File: src/rtl/acc_offload_responder.sv
// acc_offload_responder
// Accelerator-side end of the scalar core's offload port. Requests are
// buffered in a small FIFO, issued in order to the backend, and the backend's
// in-order results are returned as single-cycle writeback pulses carrying the
// original transaction ID.
module acc_offload_responder #(
    parameter int XLEN         = 64,
    parameter int TransIdWidth = 3,
    parameter int ReqDepth     = 4,
    parameter int MaxInflight  = 7
) (
    input  logic                             clk_i,
    input  logic                             rst_ni,
    input  logic                             req_valid_i,
    output logic                             req_ready_o,
    input  logic [31:0]                      req_insn_i,
    input  logic [XLEN-1:0]                  req_rs1_i,
    input  logic [XLEN-1:0]                  req_rs2_i,
    input  logic [TransIdWidth-1:0]          req_trans_id_i,
    input  logic                             flush_i,
    output logic                             exe_valid_o,
    input  logic                             exe_ready_i,
    output logic [31:0]                      exe_insn_o,
    output logic [XLEN-1:0]                  exe_rs1_o,
    output logic [XLEN-1:0]                  exe_rs2_o,
    input  logic                             res_valid_i,
    input  logic [XLEN-1:0]                  res_data_i,
    input  logic                             res_error_i,
    output logic                             resp_valid_o,
    output logic [XLEN-1:0]                  resp_result_o,
    output logic                             resp_error_o,
    output logic [TransIdWidth-1:0]          resp_trans_id_o,
    output logic [$clog2(MaxInflight+1)-1:0] inflight_o,
    output logic                             busy_o,
    output logic                             proto_err_o
);

    localparam int QAW = (ReqDepth > 1) ? $clog2(ReqDepth) : 1;
    localparam int QCW = $clog2(ReqDepth + 1);
    localparam int TAW = (MaxInflight > 1) ? $clog2(MaxInflight) : 1;
    localparam int ICW = $clog2(MaxInflight + 1);

    // Request-queue pointer increment, wrapping at ReqDepth.
    function automatic logic [QAW-1:0] q_ptr_inc(input logic [QAW-1:0] p);
        if (p == QAW'(ReqDepth - 1)) begin
            q_ptr_inc = {QAW{1'b0}};
        end else begin
            q_ptr_inc = p + QAW'(1);
        end
    endfunction

    // Tag-FIFO pointer increment, wrapping at MaxInflight (need not be a power of two).
    function automatic logic [TAW-1:0] t_ptr_inc(input logic [TAW-1:0] p);
        if (p == TAW'(MaxInflight - 1)) begin
            t_ptr_inc = {TAW{1'b0}};
        end else begin
            t_ptr_inc = p + TAW'(1);
        end
    endfunction

    // Request queue storage and bookkeeping
    logic [31:0]             r_q_insn [ReqDepth];
    logic [XLEN-1:0]         r_q_rs1  [ReqDepth];
    logic [XLEN-1:0]         r_q_rs2  [ReqDepth];
    logic [TransIdWidth-1:0] r_q_tid  [ReqDepth];
    logic [QAW-1:0]          r_q_wptr;
    logic [QAW-1:0]          r_q_rptr;
    logic [QCW-1:0]          r_q_cnt;

    // Tag FIFO of issued-but-unanswered transaction IDs; its fill level is the inflight count
    logic [TransIdWidth-1:0] r_t_mem [MaxInflight];
    logic [TAW-1:0]          r_t_wptr;
    logic [TAW-1:0]          r_t_rptr;
    logic [ICW-1:0]          r_inflight;

    // Writeback response registers
    logic                    r_resp_valid;
    logic [XLEN-1:0]         r_resp_result;
    logic                    r_resp_error;
    logic [TransIdWidth-1:0] r_resp_tid;
    logic                    r_proto_err;

    logic                    w_q_empty;
    logic                    w_q_full;
    logic                    w_ready;
    logic                    w_push;
    logic                    w_exe_valid;
    logic                    w_issue;
    logic                    w_tags_any;
    logic                    w_res_accept;
    logic                    w_bypass;
    logic                    w_t_push;
    logic                    w_t_pop;
    logic [TransIdWidth-1:0] w_res_tid;
    logic                    w_proto_hit;
    logic [QCW-1:0]          w_q_cnt_nxt;
    logic [ICW-1:0]          w_inflight_nxt;

    // Handshake decode. A result that arrives with nothing inflight can only
    // retire the instruction issuing in that same cycle (bypass of the tag FIFO).
    always_comb begin
        w_q_empty    = (r_q_cnt == {QCW{1'b0}});
        w_q_full     = (r_q_cnt == QCW'(ReqDepth));
        w_ready      = rst_ni && !w_q_full && !flush_i;
        w_push       = req_valid_i && w_ready;
        w_exe_valid  = !w_q_empty && (r_inflight < ICW'(MaxInflight)) && !flush_i;
        w_issue      = w_exe_valid && exe_ready_i;
        w_tags_any   = (r_inflight != {ICW{1'b0}});
        w_res_accept = res_valid_i && (w_tags_any || w_issue);
        w_bypass     = w_res_accept && !w_tags_any;
        w_t_push     = w_issue && !w_bypass;
        w_t_pop      = w_res_accept && !w_bypass;
        w_proto_hit  = res_valid_i && !w_res_accept;
        if (w_tags_any) begin
            w_res_tid = r_t_mem[r_t_rptr];
        end else begin
            w_res_tid = r_q_tid[r_q_rptr];
        end
    end

    // Next request-queue occupancy; flush empties it outright.
    always_comb begin
        w_q_cnt_nxt = r_q_cnt;
        if (flush_i) begin
            w_q_cnt_nxt = {QCW{1'b0}};
        end else if (w_push && !w_issue) begin
            w_q_cnt_nxt = r_q_cnt + QCW'(1);
        end else if (!w_push && w_issue) begin
            w_q_cnt_nxt = r_q_cnt - QCW'(1);
        end else begin
            w_q_cnt_nxt = r_q_cnt;
        end
    end

    // Next inflight count; simultaneous issue and retire cancel out.
    always_comb begin
        w_inflight_nxt = r_inflight;
        if (w_t_push && !w_t_pop) begin
            w_inflight_nxt = r_inflight + ICW'(1);
        end else if (!w_t_push && w_t_pop) begin
            w_inflight_nxt = r_inflight - ICW'(1);
        end else begin
            w_inflight_nxt = r_inflight;
        end
    end

    // Request queue: write on accept, advance head on issue, collapse on flush.
    always_ff @(posedge clk_i or negedge rst_ni) begin
        if (!rst_ni) begin
            for (int i = 0; i < ReqDepth; i++) begin
                r_q_insn[i] <= 32'h0000_0000;
                r_q_rs1[i]  <= {XLEN{1'b0}};
                r_q_rs2[i]  <= {XLEN{1'b0}};
                r_q_tid[i]  <= {TransIdWidth{1'b0}};
            end
            r_q_wptr <= {QAW{1'b0}};
            r_q_rptr <= {QAW{1'b0}};
            r_q_cnt  <= {QCW{1'b0}};
        end else begin
            if (w_push) begin
                r_q_insn[r_q_wptr] <= req_insn_i;
                r_q_rs1[r_q_wptr]  <= req_rs1_i;
                r_q_rs2[r_q_wptr]  <= req_rs2_i;
                r_q_tid[r_q_wptr]  <= req_trans_id_i;
                r_q_wptr           <= q_ptr_inc(r_q_wptr);
            end
            if (flush_i) begin
                r_q_rptr <= r_q_wptr;
            end else if (w_issue) begin
                r_q_rptr <= q_ptr_inc(r_q_rptr);
            end
            r_q_cnt <= w_q_cnt_nxt;
        end
    end

    // Tag FIFO: record the ID of every issued instruction, release the oldest on each result.
    always_ff @(posedge clk_i or negedge rst_ni) begin
        if (!rst_ni) begin
            for (int i = 0; i < MaxInflight; i++) begin
                r_t_mem[i] <= {TransIdWidth{1'b0}};
            end
            r_t_wptr   <= {TAW{1'b0}};
            r_t_rptr   <= {TAW{1'b0}};
            r_inflight <= {ICW{1'b0}};
        end else begin
            if (w_t_push) begin
                r_t_mem[r_t_wptr] <= r_q_tid[r_q_rptr];
                r_t_wptr          <= t_ptr_inc(r_t_wptr);
            end
            if (w_t_pop) begin
                r_t_rptr <= t_ptr_inc(r_t_rptr);
            end
            r_inflight <= w_inflight_nxt;
        end
    end

    // Writeback pulse one cycle after an accepted result; data holds between pulses.
    always_ff @(posedge clk_i or negedge rst_ni) begin
        if (!rst_ni) begin
            r_resp_valid  <= 1'b0;
            r_resp_result <= {XLEN{1'b0}};
            r_resp_error  <= 1'b0;
            r_resp_tid    <= {TransIdWidth{1'b0}};
        end else begin
            r_resp_valid <= w_res_accept;
            if (w_res_accept) begin
                r_resp_result <= res_data_i;
                r_resp_error  <= res_error_i;
                r_resp_tid    <= w_res_tid;
            end
        end
    end

    // Sticky protocol error: a result with nothing to retire.
    always_ff @(posedge clk_i or negedge rst_ni) begin
        if (!rst_ni) begin
            r_proto_err <= 1'b0;
        end else if (w_proto_hit) begin
            r_proto_err <= 1'b1;
        end
    end

    assign req_ready_o     = w_ready;
    assign exe_valid_o     = w_exe_valid;
    assign exe_insn_o      = r_q_insn[r_q_rptr];
    assign exe_rs1_o       = r_q_rs1[r_q_rptr];
    assign exe_rs2_o       = r_q_rs2[r_q_rptr];
    assign resp_valid_o    = r_resp_valid;
    assign resp_result_o   = r_resp_result;
    assign resp_error_o    = r_resp_error;
    assign resp_trans_id_o = r_resp_tid;
    assign inflight_o      = r_inflight;
    assign busy_o          = !w_q_empty || (r_inflight != {ICW{1'b0}});
    assign proto_err_o     = r_proto_err;

endmodule

File: config.mk
export PLATFORM = sky130hd
export DESIGN_NAME = acc_offload_responder
export DESIGN_NICKNAME = d
export VERILOG_FILES = /design/src/rtl/acc_offload_responder.sv
export SDC_FILE = /design/constraint.sdc
export NUM_CORES = 1
export LEC_CHECK = 0
export CORE_ASPECT_RATIO = 1.4
export CORE_MARGIN = 4
export CORE_UTILIZATION = 30
export CTS_BUF_LIST = sky130_fd_sc_hd__clkbuf_8
export DETAILED_ROUTE_END_ITERATION = 16
export PLACE_DENSITY = 0.61
export SYNTH_ARGS = -nofsm -noshare
export SYNTH_HDL_FRONTEND = slang
export SYNTH_SLANG_ARGS = --single-unit
File: constraint.sdc
create_clock -name clk_i -period 3.02 [get_ports clk_i]
set_input_delay 0.604 -clock clk_i [delete_from_list [all_inputs] [get_ports clk_i]]
set_output_delay 0.604 -clock clk_i [all_outputs]
set_load 0.01 [all_outputs]
==> flow_summary.ini <==
[logic_synthesis]
synth-simple-area-share_pct = 1.21
async_flop_share_pct = 100
netlist-cell-type-count = 50
syn-num-nets = 2144
synth_warnings = 0
synth_top_family_by_area = multiplexers
syn_area_um2 = 32600
synth_edf_count = 0
synth-adder-area-share_pct = 0.315
synth_top_area_cell = dfrtp_1
yosys-top-cells-area = dfrtp_1, mux2_2, mux4_2
ys_seq_elements = 759
synth_flop_cell = dfrtp_1
seq_area_frac_synth_pct = 58.3
synth_compound_area_share_pct = 0.826
netlist.area_leader.share_pct = 58.3
synthCells = 1903
synth.avg_cell_area_um2 = 17.1
synthXorXnorAreaFrac_pct = 0.0806
synth.mux.area_fraction_pct = 37.2

[die]
coreArea_um2 = 107000
die_area_um2 = 114000
die_w_um = 287
rows = 142
initial_core_util_pct = 30.3
dieHeight_um = 398
num_io_pins = 470

[power]
switching_share_pct = 31.9
power_mw = 47.3
p_int_mw = 32.2
vdd_drop_max_v = 0.000567
power.density_nw_per_um2 = 1100
seqPwrFrac_pct = 37.1
p_leak_nw = 18.8
comb_power_share_pct = 44.8
power_switching_mw = 15.1
clock_power_share_pct = 18.1

[worst_hold_path]
holdCritPathClass = in -> async

[finish]
design_area_um2 = 43000
area_growth_syn_to_layout_pct = 32.0
drive_gt1_share_pct = 53.2
layout.nets = 2787
most-common-layout-cells = dfrtp_1, mux2_2, clkdlybuf4s50_1
final_common_cell = dfrtp_1

[critical_path]
path_buf_inv = 6
critPathTopFamily = buffers and inverters
crit_type = reg -> out
crit_path_start_kind = register
crit_chain = buf_16 > buf_12 > buf_8 > buf_16 > buf_12 > mux4_2 > buf_6
crit_arrival_ps = 2590
endpoint_kind = primary output
slowest_delay_ps = 550
cpMaxStageDelayCell = dfrtp_4
required_ps = 2420
path_max_fanout = 6

[clocking]
clk_latency_ps = 780
path_clk_slew_ps = 60
cts.path.max_buffers = 3
cts_tree = done
numCtsBuffers = 119
cts-root-buf = clkbuf_8
htreeDepth = 3
clock_sinks = 759

[placement]
gp_congestion = 0.784
placed_area_um2 = 39500
post-place-ws_ps = 34.4
io_buffer_count = 469
dp_hpwl_mm = 57.3

[outcome]
outcome = finished with violations
violations = negative setup slack

[grt]
grt_max_degree = 159
grt_pass1_vias = 22400
grt_pass1_wl_mm = 135
antenna_found_initial = 19
grtUsageTotal_pct = 15.4
grt.overflow.total = 0

[timing]
fmax_ghz = 0.314
period_minus_slack_ps = 3190
slew_violations = 0
finalWorstSetupSlack_ps = -169
max_slew_margin_pct = 33.7
fin_crit_sh_pct = 106
hold_viol_final = 0
finalClockSkew_ps = 48.3
fin_setup_tns_ps = -5550
rsz0062_at_grt = true
setup_viol = 77
worst_pin_slew_ps = 995

[detailed_routing]
drt_iter0_drc = 817
detail-route-antenna-nets = 0
dr.pass1.iters = 4
avgViaCountPerCell = 4.74
vias = 19400
routed_wl_mm = 88.8
wl_per_cell_um = 21.7
drc = 0

[flow_run]
max-cap-violations = 0
## through the flow
stage / utilization (%) / instances / hold WS [ps]
6_report: 40.0 / 4090 / 407
5_1_grt: 40.0 / 4086 / 322
2_1_floorplan: - / 1903 / 308
3_3_place_gp: 36.8 / 3762 / 453
3_5_place_dp: 36.8 / 3762 / 470
4_1_cts: 39.4 / 4024 / 269
## sequential cells by signal, indices dropped and copies added, names as in the netlist, 3 cells and up
signal	cells
r_q_cnt	3
r_q_rs1	256
inflight_o	3
resp_trans_id_o	3
r_t_mem	21
r_q_insn	128
r_t_wptr	3
resp_result_o	64
r_q_rs2	256
r_t_rptr	3
r_q_tid	12
## layer usage
| metal | vias to the layer above | GRT usage [%] | share of wire [%] |
|---|---|---|---|
| li1 | 8444 | - | - |
| met1 | 10300 | 17.3 | 38 |
| met2 | 454 | 27.5 | 53 |
| met3 | 145 | 4.24 | 5.9 |
| met4 | 6 | 6.18 | 2.9 |
| met5 | - | 0 | 0.046 |
## worst min-delay path, cell delays in order
cell and delay [ps]:
dlygate4sd3_1 560, buf_8 170, buf_4 160
## path summary, 6_finish.rpt
kind / startpoint / end / slack (ps) / cells past startpoint
min reg2reg: proto_err_o / proto_err_o / 480 / 1
max in group asynchronous: rst_ni / r_q_rs1[238] / 940 / 4
max reg2reg: r_q_cnt[2] / r_q_cnt[2] / 700 / 8
min: rst_ni / r_q_cnt[1] / 410 / 3
min in group clk_i: res_data_i[48] / resp_result_o[48] / 430 / 2
max: r_q_rptr[0] / exe_rs1_o[9] / -170 / 7
## cell usage after synthesis (4+ instances only)
cell type  count
nand2_2        4
nor2_1        10
a21o_1         4
buf_2         61
mux2_1        10
clkbuf_1      21
inv_1          8
nand3_1        4
mux2_2       728
o21ai_0       10
mux2i_1        6
a211oi_1       5
dfrtp_1      759
buf_4         33
nand2_1        8
mux4_2       166
ha_1           5
o31ai_1        4
nor3_1         6
## kinds of logic after synthesis
family | after synthesis
and+or+nand+nor | 60
DFF | 759
muxes | 910
xor gates and xnor gates | 3
adders and majority gates | 7
buffers and inverters | 127
AOI/OAI and AO/OA | 37
## cell type report
cell class / instances / area (um2)
multi-input combinational: 1017 / 13000
clock buffer: 144 / 1980
clock inverter: 66 / 363
tap: 1440 / 1800
antenna: 15 / 37.5
inverter: 8 / 30.0
fill: 9948 / 64500
timing repair buffer: 641 / 6830
sequential: 759 / 19000
## timing repair
| action | in CTS | in global routing |
|---|---|---|
| cloned | 8 | 5 |
| buffers inserted | 43 | 55 |
| setup endpoints to repair | 160 | 154 |
| resized for setup | 474 | 294 |
| hold buffers | 1 | 0 |
| hold endpoints to repair | 81 | 0 |
## power groups by stage
stage / Combinational (mW) / Clock (mW) / Sequential, mW
after floorplan: 11.1 / 0 / 16.8
after global placement: 19.6 / 0 / 17.1
after detailed placement: 20.0 / 0 / 17.7
after CTS: 20.1 / 8.97 / 17.5
after global routing: 22.6 / 9.37 / 18.1
final: 21.2 / 8.57 / 17.5
Note: power is estimated with default switching activity, not from simulation.
